File: config.mk
export PLATFORM = sky130hd
export DESIGN_NAME = ledg_pattern_sequencer
export DESIGN_NICKNAME = d
export VERILOG_FILES = /design/src/rtl/ledg_pattern_sequencer.sv
export SDC_FILE = /design/constraint.sdc
export NUM_CORES = 1
export LEC_CHECK = 0
export BUFFER_PORTS_ARGS = -buffer_cell sky130_fd_sc_hd__buf_4
export CAP_MARGIN = 0
export CELL_PAD_IN_SITES_DETAIL_PLACEMENT = 0
export CELL_PAD_IN_SITES_GLOBAL_PLACEMENT = 1
export CORE_AREA = 3 3 149 151
export CTS_BUF_LIST = sky130_fd_sc_hd__clkbuf_16
export DETAILED_ROUTE_END_ITERATION = 12
export DIE_AREA = 0 0 152 154
export PLACE_DENSITY_LB_ADDON = 0.1
export SKIP_LAST_GASP = 1
export SYNTH_ARGS = -nofsm -noshare
export SYNTH_HDL_FRONTEND = slang
export SYNTH_SLANG_ARGS = --single-unit
File: constraint.sdc
create_clock -name clk -period 2.6 [get_ports clk]
set_input_delay 0.26 -clock clk [delete_from_list [all_inputs] [get_ports clk]]
set_output_delay 0.26 -clock clk [all_outputs]
set_load 0.01 [all_outputs]
File: src/rtl/ledg_pattern_sequencer.sv
// rtl/ledg_pattern_sequencer.sv - Avalon-MM pattern table player driving the green-LED PIO.
// CPU programs table/interval/control on the slave port; the FSM replays entries as master writes.
module ledg_pattern_sequencer #(
  parameter int DATA_W   = 9,
  parameter int DEPTH    = 8,
  parameter int CNT_W    = 24,
  parameter int PIO_ADDR = 0
) (
  input  logic        clk,
  input  logic        reset_n,
  input  logic [3:0]  address,
  input  logic        chipselect,
  input  logic        write_n,
  input  logic [31:0] writedata,
  output logic [31:0] readdata,
  output logic [1:0]  avm_address,
  output logic        avm_chipselect,
  output logic        avm_write_n,
  output logic [31:0] avm_writedata,
  input  logic        avm_waitrequest,
  output logic        busy
);

  localparam int IDX_W = (DEPTH > 1) ? $clog2(DEPTH) : 1;
  localparam logic [3:0] DEPTH_L = 4'(DEPTH);

  typedef enum logic [1:0] {S_IDLE, S_WRITE, S_WAIT} state_t;

  state_t              state_q, state_d;
  logic [DATA_W-1:0]   table_q [DEPTH];
  logic                run_q, loop_q, done_q;
  logic [2:0]          last_q;
  logic [CNT_W-1:0]    interval_q, cnt_q, cnt_d, load_cnt;
  logic [IDX_W-1:0]    index_q, index_d, next_idx, last_idx;
  logic [DATA_W-1:0]   wdata_q, wdata_d;
  logic                wr_en, ctrl_wr, abort, done_set, tab_ok, unused_wd;

  assign wr_en    = chipselect & ~write_n;
  assign ctrl_wr  = wr_en && (address == 4'd0);
  assign abort    = ctrl_wr && !writedata[0];
  assign tab_ok   = address[3] && ({1'b0, address[2:0]} < DEPTH_L);
  assign last_idx = last_q[IDX_W-1:0];
  assign next_idx = index_q + 1'b1;
  // An interval of 0 behaves as 1 so every step has at least one WAIT cycle.
  assign load_cnt = (interval_q == '0) ? '0 : interval_q - 1'b1;
  assign unused_wd = ^writedata;

  always_comb begin
    state_d  = state_q;
    index_d  = index_q;
    cnt_d    = cnt_q;
    wdata_d  = wdata_q;
    done_set = 1'b0;
    case (state_q)
      S_IDLE: begin
        if (ctrl_wr && writedata[0]) begin
          state_d = S_WRITE;
          index_d = '0;
          wdata_d = table_q[0];
        end
      end
      S_WRITE: begin
        // A pending abort still lets the outstanding PIO write complete.
        if (!avm_waitrequest) begin
          if (abort || !run_q) begin
            state_d = S_IDLE;
          end else begin
            state_d = S_WAIT;
            cnt_d   = load_cnt;
          end
        end
      end
      S_WAIT: begin
        if (abort || !run_q) begin
          state_d = S_IDLE;
        end else if (cnt_q != '0) begin
          cnt_d = cnt_q - 1'b1;
        end else if (index_q != last_idx) begin
          state_d = S_WRITE;
          index_d = next_idx;
          wdata_d = table_q[next_idx];
        end else if (loop_q) begin
          state_d = S_WRITE;
          index_d = '0;
          wdata_d = table_q[0];
        end else begin
          state_d  = S_IDLE;
          done_set = 1'b1;
        end
      end
      default: state_d = S_IDLE;
    endcase
  end

  always_ff @(posedge clk) begin
    if (!reset_n) begin
      state_q    <= S_IDLE;
      run_q      <= 1'b0;
      loop_q     <= 1'b0;
      last_q     <= '0;
      done_q     <= 1'b0;
      interval_q <= '0;
      cnt_q      <= '0;
      index_q    <= '0;
      wdata_q    <= '0;
      for (int i = 0; i < DEPTH; i++) table_q[i] <= '0;
    end else begin
      state_q <= state_d;
      index_q <= index_d;
      cnt_q   <= cnt_d;
      wdata_q <= wdata_d;
      if (ctrl_wr) begin
        loop_q <= writedata[1];
        last_q <= writedata[6:4];
      end
      // Completion clears run and sets done, winning over a same-cycle CPU write.
      if (done_set) run_q <= 1'b0;
      else if (ctrl_wr) run_q <= writedata[0];
      if (done_set) done_q <= 1'b1;
      else if (wr_en && address == 4'd1 && writedata[8]) done_q <= 1'b0;
      if (wr_en && address == 4'd2) interval_q <= writedata[CNT_W-1:0];
      if (wr_en && tab_ok) table_q[address[IDX_W-1:0]] <= writedata[DATA_W-1:0];
    end
  end

  always_comb begin
    readdata = '0;
    case (address)
      4'd0: readdata = {25'b0, last_q, 2'b00, loop_q, run_q};
      4'd1: readdata = {23'b0, done_q, 1'b0, 3'(index_q), 3'b000, busy};
      4'd2: readdata = 32'(interval_q);
      default: if (tab_ok) readdata = 32'(table_q[address[IDX_W-1:0]]);
    endcase
  end

  assign avm_address    = 2'(PIO_ADDR);
  assign avm_chipselect = (state_q == S_WRITE);
  assign avm_write_n    = (state_q != S_WRITE);
  assign avm_writedata  = 32'(wdata_q);
  assign busy           = (state_q != S_IDLE);

endmodule
==> impl_results.md <==
* Worst Hold Class: input port to flop
* Initial core utilization at 39.6%
* Via count at 6759
* CTS buffer count at 17
* Top post-synthesis cells by count: nand2_1, and2_1, edfxtp_1
* Area grow syn2layout at 19.1%
* RR Startpoint: cnt_q[1]
* Grt ovf at 0
* Antenna violations before repair at 0
* CP Class: flop to flop
* Static leakage at 0.00384 µW
* Critical path required time at 2.91 ns
* Clk buf depth at 2
* Seq cells post-synth at 140
* Worst hold start: writedata[12]
* Final worst slack at 0.160 ns
* Antenna Violating Nets Remaining at 0
* Final HPWL DP at 18.8 mm
* Drt drc at 0
* Largest net degree at the start of global routing at 31
* Number of buffers inserted by hold repair at cts at 0
* WL/cell at 21.2 µm
* CTS sink cnt at 140
* RSZ-0062 raised after global routing: no
* Worst slew pin tran at 0.988 ns
* Synth Instances at 839
* Final Max Tran Viols at 0
* Final non-filler cell area at 0.00989 mm²
* Peak Freq at 410 MHz
* Worst-path maximum fanout at 9
* Core box area at 0.0210 mm²
* Ant. Diodes at 0
* Post-synth cell types at 76
* Worst ir drop on vdd at 0.403 mV
* Root Driver: clkbuf_16
* Total GRT Usage at 22.2%
* Mapped Area at 0.00830 mm²
* Dpl cell area at 0.00927 mm²
* WL final at 25.9 mm
* First-pass GRT wire length at 40.3 mm
* Endpoints failing hold at 0
* Vias/cell at 5.54
* Crit. End Element: flop
* # rows at 53
* Die ar. at 0.0234 mm²
* Critical path launch point type: flop
* Slew HR at 33.9%
* Vias in the first global route at 6693
* Final setup viols at 0
* I/O Pins at 110
* Synth async-reset ratio at 0%
* Placement Setup Slack at 0.111 ns
* Top cell type by total area after synthesis: edfxtp_1
* Post-synth top area share at 26.0%
* P per Cell Area at 564 mW/mm²
* CTS resizes at 0
* Post-synthesis sequential area ratio at 42.4%
* Fraction of final layout cells with drive strength greater than 1 at 22.9%
* IO Port Bufs at 68
* Max-cap violations at 0
* Top area cells in the synthesized netlist: edfxtp_1, dfxtp_1, mux4_2
* Worst Path Arrival at 2.74 ns
* Layout Nets at 979
* CTS clk-pin slew, worst paths at 0.07 ns
* YS warnings at 0
* DRT iter0 DRCs at 618
* Postcts setup bufs at 0
* Period minus WS final at 2.44 ns
* Post-synth top flop: edfxtp_1
* Die Ht at 154 µm
* Synthesized area per cell at 9.90 µm²
* Chip width at 152 µm
* First-pass iteration count of the detailed router at 5
* Setup TNS at 0 ns
* Clock Skew at 0.0129 ns
* Htree depth at 4
* Most numerous cell in the Yosys netlist: nand2_1
* Clk_lat worst skew at 0.43 ns
* Worst setup startpoint: cnt_q[1]
* Status: complete, no violations
* CTS tree: done
* Number of synthesized flops with an enable pin at 72
* RePlAce Congestion at 0.850
* Final worst-path cycle share at 93.8%
-- sequential cells by signal (all words and copies together) (netlist names), 2 cells and up --
| signal | count |
|---|---|
| interval_q | 24 |
| last_idx | 3 |
| table_q | 72 |
| wdata_q | 9 |
| cnt_q | 24 |
| index_q | 3 |
| state_q | 2 |
-- through the flow --
stage          power (µW)  std cells  utilization, %  hold slack [ns]
3_5_place_dp         3010       1189            44.2            0.457
6_report             5580       1221            47.2           0.0730
4_1_cts              5610       1221            47.2           0.0660
3_3_place_gp         3010       1189            44.2            0.454
2_1_floorplan        2800        871               -            0.396
5_1_grt              5770       1221            47.2           0.0681
-- where the power goes --
group,switching (µW),internal (µW),total (µW)
Sequential,44.8,2380,2430
Clock,1130,1480,2610
Combinational,320,222,542
Total,1500,4080,5580
-- worst max-delay path: stages (launching register included) --
cell	delay [ns]
dfxtp_1	0.33
inv_1	0.10
ha_1	0.14
or4b_4	0.46
or4_4	0.54
o21ba_4	0.27
nand2_4	0.11
inv_2	0.10
nand2_2	0.13
o211ai_1	0.11
-- cell usage in the layout, fill, tap and decap left out, types with 26 or more instances in the layout --
cell | synthesis | final
o21ai_0 | 31 | 31
nor3_1 | 26 | 26
mux4_2 | 28 | 28
nor2_1 | 42 | 42
nand2_1 | 98 | 98
a21oi_1 | 48 | 48
mux2i_1 | 35 | 35
conb_1 | 1 | 33
buf_4 | 34 | 125
edfxtp_1 | 72 | 72
dfxtp_1 | 68 | 68
and2_1 | 88 | 88
-- worst paths after layout --
| path | slack [ns] | depth (start not counted) | to |
|---|---|---|---|
| setup reg to reg | 0.16 | 9 | cnt_q[18] |
| setup / recovery | 0.16 | 9 | cnt_q[18] |
| hold / removal | 0.07 | 3 | interval_q[12] |
| hold reg to reg | 0.46 | 2 | wdata_q[4] |
-- cell families (layout without fill, tap and decap cells) --
group,Yosys count,count (layout),share of synthesized area [%]
AO/OA/AOI/OAI,161,161,12.7
XOR/XNOR,27,27,2.94
adder cells (fa/ha/maj),5,5,0.753
buffers and inverters,93,168,6.04
flip-flops,140,140,42.4
multiplexers,70,70,12.8
other,1,33,0.0452
AND/OR/NAND/NOR,342,342,22.3
-- cell type report --
| type | count | area [µm²] |
|---|---|---|
| clock inverter | 15 | 196 |
| timing repair buffer | 126 | 958 |
| fill | 1995 | 11100 |
| inverter | 10 | 37.5 |
| tap | 275 | 344 |
| clock buffer | 17 | 425 |
| multi-input combinational | 638 | 4410 |
| sequential | 140 | 3520 |
-- routing by layer --
metal | part of all wire, % | vias to the layer above | track usage [%] | routed length (µm)
met3 | 5.8 | 35 | 5.09 | 1500
li1 | - | 3204 | - | -
met5 | 0 | - | 0 | 0
met1 | 49 | 3302 | 33.0 | 12800
met2 | 43 | 218 | 32.6 | 11100
met4 | 2.0 | 0 | 6.08 | 506
(Power assumes the default switching activity.)
